$ cat config.mk
export PLATFORM = sky130hd
export DESIGN_NAME = pwm_dir_capture
export DESIGN_NICKNAME = d
export VERILOG_FILES = /design/src/rtl/pwm_dir_capture.sv
export SDC_FILE = /design/constraint.sdc
export NUM_CORES = 1
export LEC_CHECK = 0
export ABC_AREA = 1
export CAP_MARGIN = 20
export CORE_MARGIN = 2
export CORE_UTILIZATION = 56
export CTS_CLUSTER_DIAMETER = 120
export DETAILED_ROUTE_END_ITERATION = 8
export PLACE_DENSITY_LB_ADDON = 0.3
export SYNTH_ARGS = -nofsm -noshare
export SYNTH_HDL_FRONTEND = slang
export SYNTH_SLANG_ARGS = --single-unit
export TNS_END_PERCENT = 20
$ cat constraint.sdc
create_clock -name clk -period 1.5 [get_ports clk]
set_clock_uncertainty 0.1 [all_clocks]
set_input_delay 0.3 -clock clk [delete_from_list [all_inputs] [get_ports clk]]
set_output_delay 0.3 -clock clk [all_outputs]
set_load 0.05 [all_outputs]
$ cat src/rtl/pwm_dir_capture.sv
// PWM + direction capture: reports duty in percent and direction once per input period.
// Optional 3-sample majority glitch filter on pwm_in: define PWM_DIR_CAPTURE_FILTER_EN.
module pwm_dir_capture #(
  parameter int CLK_FREQUENCY  = 60_000_000,
  parameter int PWM_FREQUENCY  = 100_000,
  parameter int PERIOD_COUNT   = CLK_FREQUENCY / PWM_FREQUENCY,
  parameter int DUTY_1_PERCENT = PERIOD_COUNT / 100,
  parameter int TIMEOUT_COUNT  = 2 * PERIOD_COUNT
) (
  input  logic       clk,
  input  logic       reset,
  input  logic       en,
  input  logic       pwm_in,
  input  logic       dir_in,
  output logic [6:0] duty_cycle,
  output logic       dir_out,
  output logic       valid,
  output logic       no_pulse
);
  localparam logic [1:0] IDLE = 2'd0;
  localparam logic [1:0] HIGH = 2'd1;
  localparam logic [1:0] LOW  = 2'd2;
  localparam int CW = $clog2(TIMEOUT_COUNT + 1);
  localparam int SW = $clog2(DUTY_1_PERCENT + 1);

  logic          p_s1, p_s2, d_s1, d_s2, p_prev;
  logic          psync, dsync, rise, fall;
  logic [1:0]    state;
  logic [CW-1:0] period_cnt;
  logic [SW-1:0] sub_cnt;
  logic [6:0]    duty_amount;

`ifdef PWM_DIR_CAPTURE_FILTER_EN
  logic p_h0, p_h1, d_h0, d_h1;
  // p_prev doubles as the filter's held level: it is last cycle's filtered output
  assign psync = (p_s2 == p_h0 && p_h0 == p_h1) ? p_s2 : p_prev;
  assign dsync = d_h1;

  always_ff @(posedge clk) begin
    if (reset) begin
      p_h0 <= 1'b0; p_h1 <= 1'b0; d_h0 <= 1'b0; d_h1 <= 1'b0;
    end else begin
      p_h0 <= p_s2; p_h1 <= p_h0; d_h0 <= d_s2; d_h1 <= d_h0;
    end
  end
`else
  assign psync = p_s2;
  assign dsync = d_s2;
`endif

  assign rise = psync & ~p_prev;
  assign fall = ~psync & p_prev;

  // Synchronisers and edge history run regardless of en so re-enable sees no false edge
  always_ff @(posedge clk) begin
    if (reset) begin
      p_s1 <= 1'b0; p_s2 <= 1'b0; d_s1 <= 1'b0; d_s2 <= 1'b0; p_prev <= 1'b0;
    end else begin
      p_s1 <= pwm_in; p_s2 <= p_s1; d_s1 <= dir_in; d_s2 <= d_s1; p_prev <= psync;
    end
  end

  always_ff @(posedge clk) begin
    if (reset) begin
      state       <= IDLE;
      period_cnt  <= '0;
      sub_cnt     <= '0;
      duty_amount <= '0;
      duty_cycle  <= '0;
      dir_out     <= 1'b0;
      valid       <= 1'b0;
      no_pulse    <= 1'b1;
    end else begin
      valid <= 1'b0;
      if (!en) begin
        state       <= IDLE;
        period_cnt  <= '0;
        sub_cnt     <= '0;
        duty_amount <= '0;
      end else if (rise) begin
        if (state == LOW) begin
          duty_cycle <= duty_amount;
          dir_out    <= dsync;
          valid      <= 1'b1;
          no_pulse   <= 1'b0;
        end
        state       <= HIGH;
        period_cnt  <= '0;
        sub_cnt     <= '0;
        duty_amount <= '0;
      end else if (period_cnt == CW'(TIMEOUT_COUNT - 1)) begin
        // Constant line: report the level, keep a high line armed for the next edge
        duty_cycle  <= psync ? 7'd100 : 7'd0;
        dir_out     <= dsync;
        valid       <= 1'b1;
        no_pulse    <= 1'b1;
        period_cnt  <= '0;
        sub_cnt     <= '0;
        duty_amount <= psync ? 7'd100 : 7'd0;
        state       <= psync ? HIGH : IDLE;
      end else begin
        period_cnt <= period_cnt + 1'b1;
        if (state == HIGH) begin
          if (sub_cnt == SW'(DUTY_1_PERCENT - 1)) begin
            sub_cnt <= '0;
            if (duty_amount < 7'd100) duty_amount <= duty_amount + 7'd1;
          end else begin
            sub_cnt <= sub_cnt + 1'b1;
          end
          if (fall) state <= LOW;
        end
      end
    end
  end
endmodule

=== After elaboration in Yosys (flattened, before gate mapping) ===
Index checks and enable logic that the tools add are counted.
Widths: inputs -> output; s select.

* Output and inout port bits: 10
* Register bits: 38

* Muxes and demuxes: 23
* Bitwise gates (word level): 5
* Magnitude comparators: 1
* Add/subtract/negate cells: 3
* Reduce and logical (&&, ||, !) cells: 14
* Eq/ne operators: 5

{| class="wikitable"
|+ Operator list
! operator !! number
|-
| $mux 7 || 8
|-
| $add 11x1->11 const B || 1
|-
| $eq 11x11->1 const B || 1
|-
| $mux 1 || 11
|-
| $reduce_bool 2->1 || 5
|-
| $add 7x1->7 const B || 1
|-
| $lt 7x7->1 const B || 1
|-
| $mux 2 || 3
|-
| $reduce_and 3->1 || 2
|-
| $reduce_bool 3->1 || 2
|-
| $reduce_and 2->1 || 2
|-
| $reduce_or 4->1 || 1
|-
| $add 3x1->3 const B || 1
|-
| $eq 3x3->1 const B || 1
|-
| $mux 3 || 1
|-
| $not 1->1 || 3
|-
| $reduce_or 3->1 || 1
|-
| $and 1x1->1 || 2
|-
| $eq 2x1->1 const B || 1
|-
| $eq 2x2->1 const B || 1
|-
| $ne 2x1->1 const B || 1
|-
| $reduce_or 2->1 || 1
|}

=== Logic depth before layout (Yosys ltp) ===
Gate-level depths: netlist of the first run.

* Depth after elaboration: 6
* Gate-level depth with buffers: 9

=== Least setup slack after synthesis of the first run ===
OpenSTA, ideal clock, no wires.

* Path type: reg-to-reg
* From: reg p_prev
* To: reg duty_cycle[0]
* Buffers on the path: 1
* Arrival: 1172 ps
* Cell stages (with the launch flop): 8
* Library setup time: 132 ps
* Slack: 95 ps
* Cell sequence: dfxtp_1 > inv_1 > ha_1 > buf_2 > a21boi_4 > nand2_4 > nand2_1 > a21oi_1

* Word-level cells in the longest chain between the ends: 4

{| class="wikitable"
|+ RTL lines
! element !! RTL line !! source
|-
| start: declaration || 26 || <nowiki>logic p_s1, p_s2, d_s1, d_s2, p_prev;</nowiki>
|-
| start signal: assignment || 59 || <nowiki>p_s1 <= pwm_in; p_s2 <= p_s1; d_s1 <= dir_in; d_s2 <= d_s1; p_prev <= psync;</nowiki>
|-
| $not 1->1 * || 51 || <nowiki>assign rise = psync & ~p_prev;</nowiki>
|-
| $and 1x1->1 * || 51 ||
|-
| $ne 2x1->1 (no line) or $reduce_bool 2->1 (tied branches) || - ||
|-
| $reduce_and 3->1 (no line) || - ||
|-
| end signal: assignment || 82 || <nowiki>duty_cycle <= duty_amount;</nowiki>
|-
| end signal: assignment || 93 || <nowiki>duty_cycle <= psync ? 7'd100 : 7'd0;</nowiki>
|-
| end: declaration || 15 || <nowiki>output logic [6:0] duty_cycle,</nowiki>
|}

Every way passes the cells marked *; elsewhere a longest branch is shown, timed or not.
A chain may end at the register's enable or synchronous reset.

=== Final worst setup path of the first run ===
* From: reg duty_amount[0]
* To: reg duty_amount[6]

* Word-level cells in the longest chain between the ends: 5

{| class="wikitable"
|+ RTL lines
! element !! RTL line !! source
|-
| start: declaration || 31 || <nowiki>logic [6:0] duty_amount;</nowiki>
|-
| start signal: assignment || 99 || <nowiki>duty_amount <= psync ? 7'd100 : 7'd0;</nowiki>
|-
| start signal: assignment || 106 || <nowiki>if (duty_amount < 7'd100) duty_amount <= duty_amount + 7'd1;</nowiki>
|-
| $add 7x1->7 || 106 ||
|-
| $mux 7 || 106 ||
|-
| $mux 7 || 104 || <nowiki>if (sub_cnt == SW'(DUTY_1_PERCENT - 1)) begin</nowiki>
|-
| $mux 7 || 103 || <nowiki>if (state == HIGH) begin</nowiki>
|-
| $mux 7 || 91 || <nowiki>end else if (period_cnt == CW'(TIMEOUT_COUNT - 1)) begin</nowiki>
|}

Several ways; a longest one is shown, not always the timed one. The select of a mux whose other input is x is not followed.

==> flow_metrics.tcl, run 1 <==
set metrics [dict create \
    synthAdderAreaFrac_pct 2.76 \
    worstPathRequired_ns 1.71 \
    dp_cells 312 \
    fillers 225 \
    synth_area_leader_cell "dfxtp_1" \
    drtPass1Iterations 4 \
    hold_viol 0 \
    die_w_um 60.9 \
    ioPinCount 15 \
    grtUsageMet2_pct 38.6 \
    synth_common_cells "50 x nand2_1, 38 x dfxtp_1, 30 x inv_1, 30 x nor2_1, 25 x nand3_1" \
    fin_nets 286 \
    routed_wl_um 4190 \
    yosysMostFrequentCell "nand2_1" \
    synth_top_family_by_area "simple AND/OR/NAND/NOR gates" \
    r2r_end "duty_amount[6]" \
    avgSynthCellArea_um2 7.41 \
    die_h_um 60.9 \
    use_met1_pct 28.9 \
    numPortBuffers 14 \
    critPathMaxStageDelay_ns 0.39 \
    ir_drop_mv 0.706 \
    drive_gt1_share_pct 24.8 \
    syn-num-nets 254 \
    crit_arrival_ns 1.67 \
    regArea_um2 764 \
    met3_usage_pct 6.40 \
    hp-class "reg -> reg" \
    end_kind "register" \
    cts_root_buf "clkbuf_4" \
    insertion_delay_ns 0.37 \
    final_util_pct 77.9 \
    antenna_found_initial 0 \
    synthArstFlopShare_pct 0 \
    htree_num_levels 2 \
    yosys.cell_types.count 29 \
    yosysSeqAreaShare_pct 41.9 \
    routedWlPerCell_um 13.0 \
    drv_slew 0 \
    muxShareOfSynthArea_pct 0 \
    tightestPinTransition_ns 0.451 \
    synth_area_um2 1810 \
    fin_crit_sh_pct 97.5 \
    tritoncts "yes" \
    path_delay_family "simple AND/OR/NAND/NOR gates" \
    synth-compound-area-share_pct 10.3 \
    maxCapViolations 0 \
    crit_chain "ha_1 -> nand3_1 -> nor2_2 -> nand2_1 -> nand2_1 -> nand2_1 -> nor2_1 -> nor2_1 -> nor2_1" \
    num_antenna_cells 0 \
    viasPerCell 5.24 \
    cts_made_buffers 5 \
    hold_depth 2 \
    cts_sinks 38 \
    final_cells 322 \
    synth_top_area_share_pct 41.9 \
    num_vias 1687 \
    rows 20 \
    synth_xor_area_share_pct 1.45 \
    grt_pass1_wl_um 6330 \
    fmax_ghz 0.684 \
    cp-start-kind "register" \
    synthTopCellsByArea "dfxtp_1 42%, nand2_1 10%, nand3_1 6.9%" \
    cellPowerDensity_nw_per_um2 857 \
    cellLeakagePower_nw 0.930 \
    grt_overflow 0 \
    min_to "p_s2" \
    netlist_instances 245 \
    ys.flop_type "dfxtp_1" \
    path_class "reg -> reg" \
    dp_hpwl_um 2710 \
    ys_ff_latch 38 \
    grt_usage_pct 23.3 \
    fin_crit_ns 1.46 \
    cts_buffer_depth 2 \
    crit_buf_inv 0 \
    grt_max_degree 15 \
    ant_nets 0 \
    grt_pass1_vias 1493 \
    grt_busiest_layer "met2" \
    drtIter0Drc 93 \
    hold_start "p_s1" \
    synth_edf_count 0 \
    slowest_stage "dfxtp_1" \
    r2r_cells 9 \
    yosys.area_share.simple_pct 35.2 \
    status "completed" \
    place_congestion 0.901 \
    hold_buffers 0 \
    setup_violations 0 \
    path_depth 9 \
    max_slew_margin_pct 69.6 \
    syn_to_final_growth_pct 32.2 \
    timing.rr.start "duty_amount[0]" \
    rsz0062_at_grt "yes" \
    dieArea_um2 3710 \
    drcViolationCount 0 \
    multi_input_area_um2 977 \
    clkSlewWorstSetupHoldPaths_ns 0.12 \
    ff2ff_setup_slack_ns 0.04 \
    initial_utilization_pct 58.9 \
    synth_warnings 0 \
    core_area_um2 3080 \
    crit_fanout 3 \
]
==> layout by cell type (no fill, tap or decap), drive strengths merged, types with 3 or more instances in the layout <==
cell type      count
o21bai             5
dfxtp             38
clkbuf             5
a21oi             21
clkdlybuf4s50      4
ha                 4
buf               23
inv               34
nor3               3
o21ai              5
nand3             30
nand2             56
nor2              38
==> logic make-up after synthesis <==
family / count (synthesis)
AOI/OAI and AO/OA: 32
xor gates and xnor gates: 3
adders and majority gates: 4
and+or+nand+nor: 129
DFF: 38
buffers and inverters: 39
==> repair_timing <==
item,in CTS,in global routing
gates cloned,0,1
buffers inserted,1,0
pin swaps,3,1
resized for setup,5,12
setup endpoints to repair,12,27
==> how the worst max path moves through the flow <==
stage,startpoint,end,slack [ns]
floorplan,p_prev,duty_cycle[0],0.1
global placement,en,duty_cycle[1],-0.1
detailed placement,en,no_pulse,-0.15
CTS,period_cnt[1],no_pulse,0.02
global route,duty_amount[0],duty_amount[6],-0.09
finish,duty_amount[0],duty_amount[6],0.04
==> metrics by stage <==
stage          instance area (um2)  hold WS, ns  setup WS, ns  power [mW]  setup TNS [ns]
2_1_floorplan                 1810        0.269        0.0954        1.11               0
3_3_place_gp                  2180        0.289       -0.0969        1.15           -1.36
3_5_place_dp                  2180        0.294        -0.145        1.16           -2.18
4_1_cts                       2320        0.311        0.0156        2.05               0
5_1_grt                       2400        0.321       -0.0932        2.11          -0.149
6_report                      2400        0.303        0.0371        2.05               0
==> worst min-delay path, cell delays in order, from the launching register on <==
cell and delay [ns]:
dfxtp_1 0.32, inv_1 0.04, nor2_1 0.03
==> power breakdown <==
group / switching, mW / internal [mW]
sequential: 0.00810 / 1.02
combinational: 0.0717 / 0.0600
clock: 0.374 / 0.521
total: 0.453 / 1.60
==> layout make-up <==
cell class	count	share of cell area (%)
clock buffers	5	1.56
well taps	44	2.30
clock inverters	3	2.87
flip-flops and latches	38	31.9
inverters	36	5.89
repair buffers	27	14.8
multi-input cells	169	40.7
==> sequential cells by signal (all words and copies together) (netlist names), 2 cells and up <==
| signal | cells |
|---|---|
| duty_amount | 7 |
| duty_cycle | 7 |
| period_cnt | 11 |
| state | 2 |
| sub_cnt | 3 |
==> routing by layer <==
layer | part of all wire, % | vias to the layer above
li1 | - | 846
met5 | 0 | -
met1 | 43 | 785
met3 | 4.3 | 11
met2 | 50 | 45
met4 | 1.9 | 0
No activity file was read; power rests on OpenSTA's default activity.
==> inputs of run 2 (changes only) <==
--- a/config.mk
+++ b/config.mk
@@ -9,10 +9,10 @@
 export CAP_MARGIN = 20
 export CORE_MARGIN = 2
 export CORE_UTILIZATION = 56
-export CTS_CLUSTER_DIAMETER = 120
 export DETAILED_ROUTE_END_ITERATION = 8
 export PLACE_DENSITY_LB_ADDON = 0.3
+export SLEW_MARGIN = 20
 export SYNTH_ARGS = -nofsm -noshare
 export SYNTH_HDL_FRONTEND = slang
 export SYNTH_SLANG_ARGS = --single-unit
-export TNS_END_PERCENT = 20
+export TNS_END_PERCENT = 50
==> run 2 against run 1 <==
Critical endpoint is now no_pulse; final cell count is the same; highest routed layer unchanged; combinational power about the same; sequential share of layout area up 0.071 points; via count down 0.89%; core utilization rose by 0.081 points; largest cell class unchanged; clock-buffer cell count unchanged; total power about the same; clock power is essentially flat; critical path depth fell by 1.
==> flow_metrics.tcl, run 2 (synthesis gave the netlist of run 1 again) <==
set metrics [dict create \
    status "completed" \
    min_to "p_s2" \
    cellPowerDensity_nw_per_um2 855 \
    crit_arrival_ns 1.61 \
    grt_usage_pct 23.3 \
    dpl-instance-area_um2 2180 \
    drv_slew 0 \
    reg_top3 "period_cnt: 11 flops, duty_amount: 7 flops, duty_cycle: 7 flops" \
    htree_num_levels 2 \
    drive_gt1_share_pct 25.5 \
    r2r_cells 8 \
    fin_nets 286 \
    p_total_mw 2.05 \
    grt_max_degree 15 \
    cts_buffer_depth 2 \
    layout_commonest_cell "nand2_1" \
    die_h_um 60.9 \
    insertion_delay_ns 0.37 \
    drtIter0Drc 97 \
    cts_sinks 38 \
    hp-class "reg -> reg" \
    hold_start "p_s1" \
    ioPinCount 15 \
    num_antenna_cells 0 \
    cts_root_buf "clkbuf_4" \
    max_slew_margin_pct 69.5 \
    met2_wirelength_um 2160 \
    grt_pass1_wl_um 6330 \
    routed_wl_um 4160 \
    hold_buffers 0 \
    path_class "reg -> reg" \
    regMostFlops "period_cnt" \
    maxCapViolations 0 \
    fillers 226 \
    ant_nets 0 \
    grt_pass1_vias 1493 \
    ff2ff_setup_slack_ns 0.06 \
    final_cells 322 \
    dp_cells 312 \
    highest_layer "met4" \
    grt_overflow 0 \
    numPortBuffers 14 \
    fin_crit_ns 1.44 \
    syn_to_final_growth_pct 32.3 \
    antenna_found_initial 0 \
    dp_hpwl_um 2710 \
    cts_made_buffers 5 \
    crit_fanout 7 \
    tightestPinTransition_ns 0.453 \
    place_congestion 0.901 \
    final_cell_mix "49 x nand2_1, 33 x dfxtp_1, 29 x inv_1, 29 x nor2_1, 24 x nand3_1" \
    ir_drop_mv 0.698 \
    worstPathRequired_ns 1.67 \
    setup_violations 0 \
    timing.rr.start "period_cnt[0]" \
    core_area_um2 3080 \
    routedWlPerCell_um 12.9 \
    initial_utilization_pct 58.9 \
    fin_hold_ws_ns 0.303 \
    route.met3.wl_um 197 \
    die_w_um 60.9 \
    drcViolationCount 0 \
    end_kind "register" \
    clkSlewWorstSetupHoldPaths_ns 0.13 \
    viasPerCell 5.19 \
    fin_crit_sh_pct 96.2 \
    fmax_ghz 0.693 \
    r2r_end "no_pulse" \
    fin_area_um2 2400 \
    num_vias 1672 \
    largest_reg_flops 11 \
    hold_depth 2 \
    cp-start-kind "register" \
    rsz0062_at_grt "yes" \
    tritoncts "yes" \
    drtPass1Iterations 4 \
    dieArea_um2 3710 \
    rows 20 \
    wl_met1_um 1750 \
    final_util_pct 78.0 \
    cellLeakagePower_nw 0.931 \
    hold_viol 0 \
]
run 2: cell type report:
| cell class | instances | area [um2] | share of cell area [%] |
|---|---|---|---|
| multi-input cells | 169 | 977 | 40.7 |
| flip-flops and latches | 38 | 767 | 31.9 |
| repair buffers | 27 | 354 | 14.7 |
| inverters | 36 | 141 | 5.89 |
| clock inverters | 3 | 68.8 | 2.87 |
| well taps | 44 | 55.1 | 2.29 |
| clock buffers | 5 | 37.5 | 1.56 |
run 2: where the power goes:
| group | leakage (nW) | total (mW) | internal [mW] | switching [mW] |
|---|---|---|---|---|
| clock network | 0.0554 | 0.893 | 0.521 | 0.372 |
| registers | 0.310 | 1.03 | 1.02 | 0.00807 |
| logic | 0.566 | 0.132 | 0.0600 | 0.0718 |
run 2: worst max-delay path: stages (launching register included):
cell and delay [ns]:
dfxtp_2 0.37, ha_4 0.15, nand3_4 0.11, inv_4 0.09, nand3_4 0.15, nand2_8 0.15, nand2_8 0.07, nand2_1 0.07
nand3_1 0.08
run 2: how the worst max path moves through the flow:
stage	end	cells after the start	start
after floorplan	duty_cycle[0]	7	p_prev
after global placement	duty_cycle[1]	5	en
after detailed placement	no_pulse	5	en
after CTS	no_pulse	8	period_cnt[1]
after global routing	duty_amount[6]	9	duty_amount[0]
final	no_pulse	8	period_cnt[0]
run 2: repair_timing:
action	4_1_cts	5_1_grt
pin swaps	3	3
buffers inserted	1	0
endpoints found under the setup margin	12	27
cloned	0	1
gates resized for setup	5	14
run 2: metrics by stage:
step,setup slack [ns],TNS (ns)
CTS,0.0156,0
floorplan,0.0954,0
detailed placement,-0.145,-2.18
finish,0.0568,0
global route,-0.0462,-0.120
global placement,-0.0969,-1.36
run 2: layer usage:
| layer | track usage, % | vias to the layer above |
|---|---|---|
| met5 | 0 | - |
| met4 | 9.32 | 0 |
| met3 | 6.40 | 6 |
| met2 | 38.6 | 49 |
| met1 | 28.9 | 773 |
| li1 | - | 844 |
==> inputs of run 3 (changes only) <==
--- a/config.mk
+++ b/config.mk
@@ -5,11 +5,11 @@
 export SDC_FILE = /design/constraint.sdc
 export NUM_CORES = 1
 export LEC_CHECK = 0
-export ABC_AREA = 1
 export CAP_MARGIN = 20
 export CORE_MARGIN = 2
-export CORE_UTILIZATION = 56
+export CORE_UTILIZATION = 60
 export DETAILED_ROUTE_END_ITERATION = 8
+export DONT_BUFFER_PORTS = 1
 export PLACE_DENSITY_LB_ADDON = 0.3
 export SLEW_MARGIN = 20
 export SYNTH_ARGS = -nofsm -noshare
==> run 3 against run 2 <==
The run now ends with setup timing left; via count fell by 18%; die area fell by 19%; worst hold slack got worse by 0.25 ns; register-to-register slack got worse by 0.18 ns; synthesized cell count fell by 32%; flip-flop and latch count did not move; cell area fell by 17%; critical path type unchanged; largest cell class unchanged; largest power group unchanged; highest routed layer unchanged.
==> flow_metrics.tcl, run 3 <==
set metrics [dict create \
    die_w_um 54.9 \
    fmax_ghz 0.616 \
    routedWlPerCell_um 16.8 \
    hp-class "in -> reg" \
    dp_hpwl_um 2410 \
    drv_slew 0 \
    fin_hold_ws_ns 0.0490 \
    synth_area_um2 1560 \
    hold_viol 0 \
    worstPathRequired_ns 1.69 \
    cellLeakagePower_nw 0.796 \
    drtIter0Drc 32 \
    synthArstFlopShare_pct 0 \
    fin_nets 209 \
    numPortBuffers 0 \
    syn-num-nets 175 \
    min_to "dir_out" \
    max_slew_margin_pct 63.2 \
    htree_num_levels 2 \
    maxCapViolations 0 \
    ir_drop_mv 0.816 \
    r2r_end "duty_cycle[5]" \
    layout_commonest_cell "dfxtp_1" \
    clkSlewWorstSetupHoldPaths_ns 0.12 \
    insertion_delay_ns 0.36 \
    rows 18 \
    regMostFlops "period_cnt" \
    synthTopCellsByArea "dfxtp_1 49%, nor2_1 5.3%, nand2_1 4.1%" \
    hold_start "en" \
    reg_top3 "period_cnt: 11 flops, duty_amount: 7 flops, duty_cycle: 7 flops" \
    drcViolationCount 0 \
    antenna_found_initial 0 \
    tightestPinTransition_ns 0.551 \
    setup_ws_ns -0.123 \
    r2r_cells 5 \
    cts_made_buffers 5 \
    num_antenna_cells 0 \
    violations "setup timing" \
    timing.rr.start "period_cnt[1]" \
    synth_top_area_share_pct 48.9 \
    viasPerCell 5.92 \
    synth_edf_count 0 \
    yosysSeqAreaShare_pct 48.9 \
    netlist_instances 166 \
    dieArea_um2 3020 \
    fin_crit_ns 1.62 \
    cts_root_buf "clkbuf_4" \
    ys_ff_latch 38 \
    die_h_um 54.9 \
    synth_common_cells "38 x dfxtp_1, 22 x nor2_1, 17 x nand2_1" \
    num_vias 1368 \
    core_area_um2 2480 \
    hold_depth 2 \
    tritoncts "yes" \
    largest_reg_flops 11 \
    path_class "reg -> reg" \
    grt_max_degree 18 \
    end_kind "register" \
    critPathMaxStageDelay_ns 0.36 \
    cp-start-kind "register" \
    cts_buffer_depth 2 \
    cts_sinks 38 \
    crit_arrival_ns 1.81 \
    p_total_mw 1.68 \
    rsz0062_at_grt "yes" \
    crit_fanout 5 \
    yosysMostFrequentCell "dfxtp_1" \
    fin_crit_sh_pct 108 \
    synth_area_leader_cell "dfxtp_1" \
    synth_warnings 0 \
    routed_wl_um 3890 \
    crit_chain "ha_4 -> and3_4 -> and4b_2 -> o21ai_4 -> mux2i_1" \
    ff2ff_setup_slack_ns -0.12 \
    yosys.cell_types.count 33 \
    syn_to_final_growth_pct 27.6 \
    ant_nets 0 \
    ioPinCount 15 \
    avgSynthCellArea_um2 9.37 \
    setup_violations 15 \
    ys.flop_type "dfxtp_1" \
    drive_gt1_share_pct 28.9 \
    cellPowerDensity_nw_per_um2 845 \
    grt_pass1_wl_um 6020 \
    place_congestion 0.804 \
    drtPass1Iterations 4 \
    final_cell_mix "29 x dfxtp_1, 26 x buf_4, 20 x nor2_1" \
    slowest_stage "dfxtp_2" \
    grt_pass1_vias 1332 \
    status "complete, but fails checks" \
    setup-tns-final_ns -0.858 \
    grt_overflow 0 \
    grt_usage_pct 29.5 \
    initial_utilization_pct 62.8 \
]
[run 3: cells by family after synthesis]
family                   share of synthesized area (%)
buffers and inverters                             2.01
AND/OR/NAND/NOR                                   25.0
adder cells (fa/ha/maj)                           3.22
flip-flops                                        48.9
multiplexers                                      3.22
XOR/XNOR                                          7.32
AO/OA/AOI/OAI                                     10.3
[run 3: layout make-up]
cell class | count | area (um2)
Clock buffer | 6 | 51.3
Fill cell | 146 | 493
Tap cell | 30 | 37.5
Multi-Input combinational cell | 121 | 867
Sequential cell | 38 | 772
Inverter | 5 | 18.8
Timing Repair Buffer | 29 | 225
Clock inverter | 2 | 12.5
[run 3: worst max-delay path by stage]
stage | startpoint | end | slack (ns) | cells past startpoint
2_1_floorplan | state[1] | duty_amount[5] | -0.003 | 4
3_3_place_gp | period_cnt[1] | dir_out | -0.04 | 5
3_5_place_dp | period_cnt[0] | duty_cycle[2] | -0.12 | 5
4_1_cts | period_cnt[0] | duty_cycle[2] | -0.09 | 5
5_1_grt | period_cnt[1] | duty_cycle[5] | -0.18 | 5
6_report | period_cnt[1] | duty_cycle[5] | -0.12 | 5
[run 3: report_power, final]
group,switching [mW],internal [mW],leakage [nW],total [mW]
clock,0.361,0.225,0.0343,0.587
combinational,0.0384,0.0284,0.450,0.0668
sequential,0.00550,1.02,0.312,1.02
total,0.405,1.27,0.796,1.68
[run 3: stage by stage]
stage	cell area, um2	setup WS, ns	util (%)	cells
final	1980	-0.123	80.1	231
after global routing	1980	-0.178	80.1	231
after CTS	1960	-0.0944	79.1	231
after detailed placement	1810	-0.123	72.9	218
after global placement	1810	-0.0389	72.9	218
after floorplan	1590	-0.00347	-	166
[run 3: critical path, delay by kind of cell, from the launching register on]
kind	cells	cell delay, ns
muxes	1	0.24
AOI/OAI and AO/OA	1	0.24
adders and majority gates	1	0.15
DFF	1	0.36
and+or+nand+nor	2	0.47
[run 3: per-layer routing]
metal  wire length [um]  track usage, %
met3                164            7.26
met4                 80            14.2
met2               1940            50.2
met5                  0               0
met1               1700            34.8
[run 3: what timing repair did]
action,4_1_cts,5_1_grt
setup buffers,1,0
endpoints found under the setup margin,30,16
hold buffers,3,0
hold endpoints to repair,5,0
resized for setup,13,4
gates cloned,1,0
pin swaps,4,2
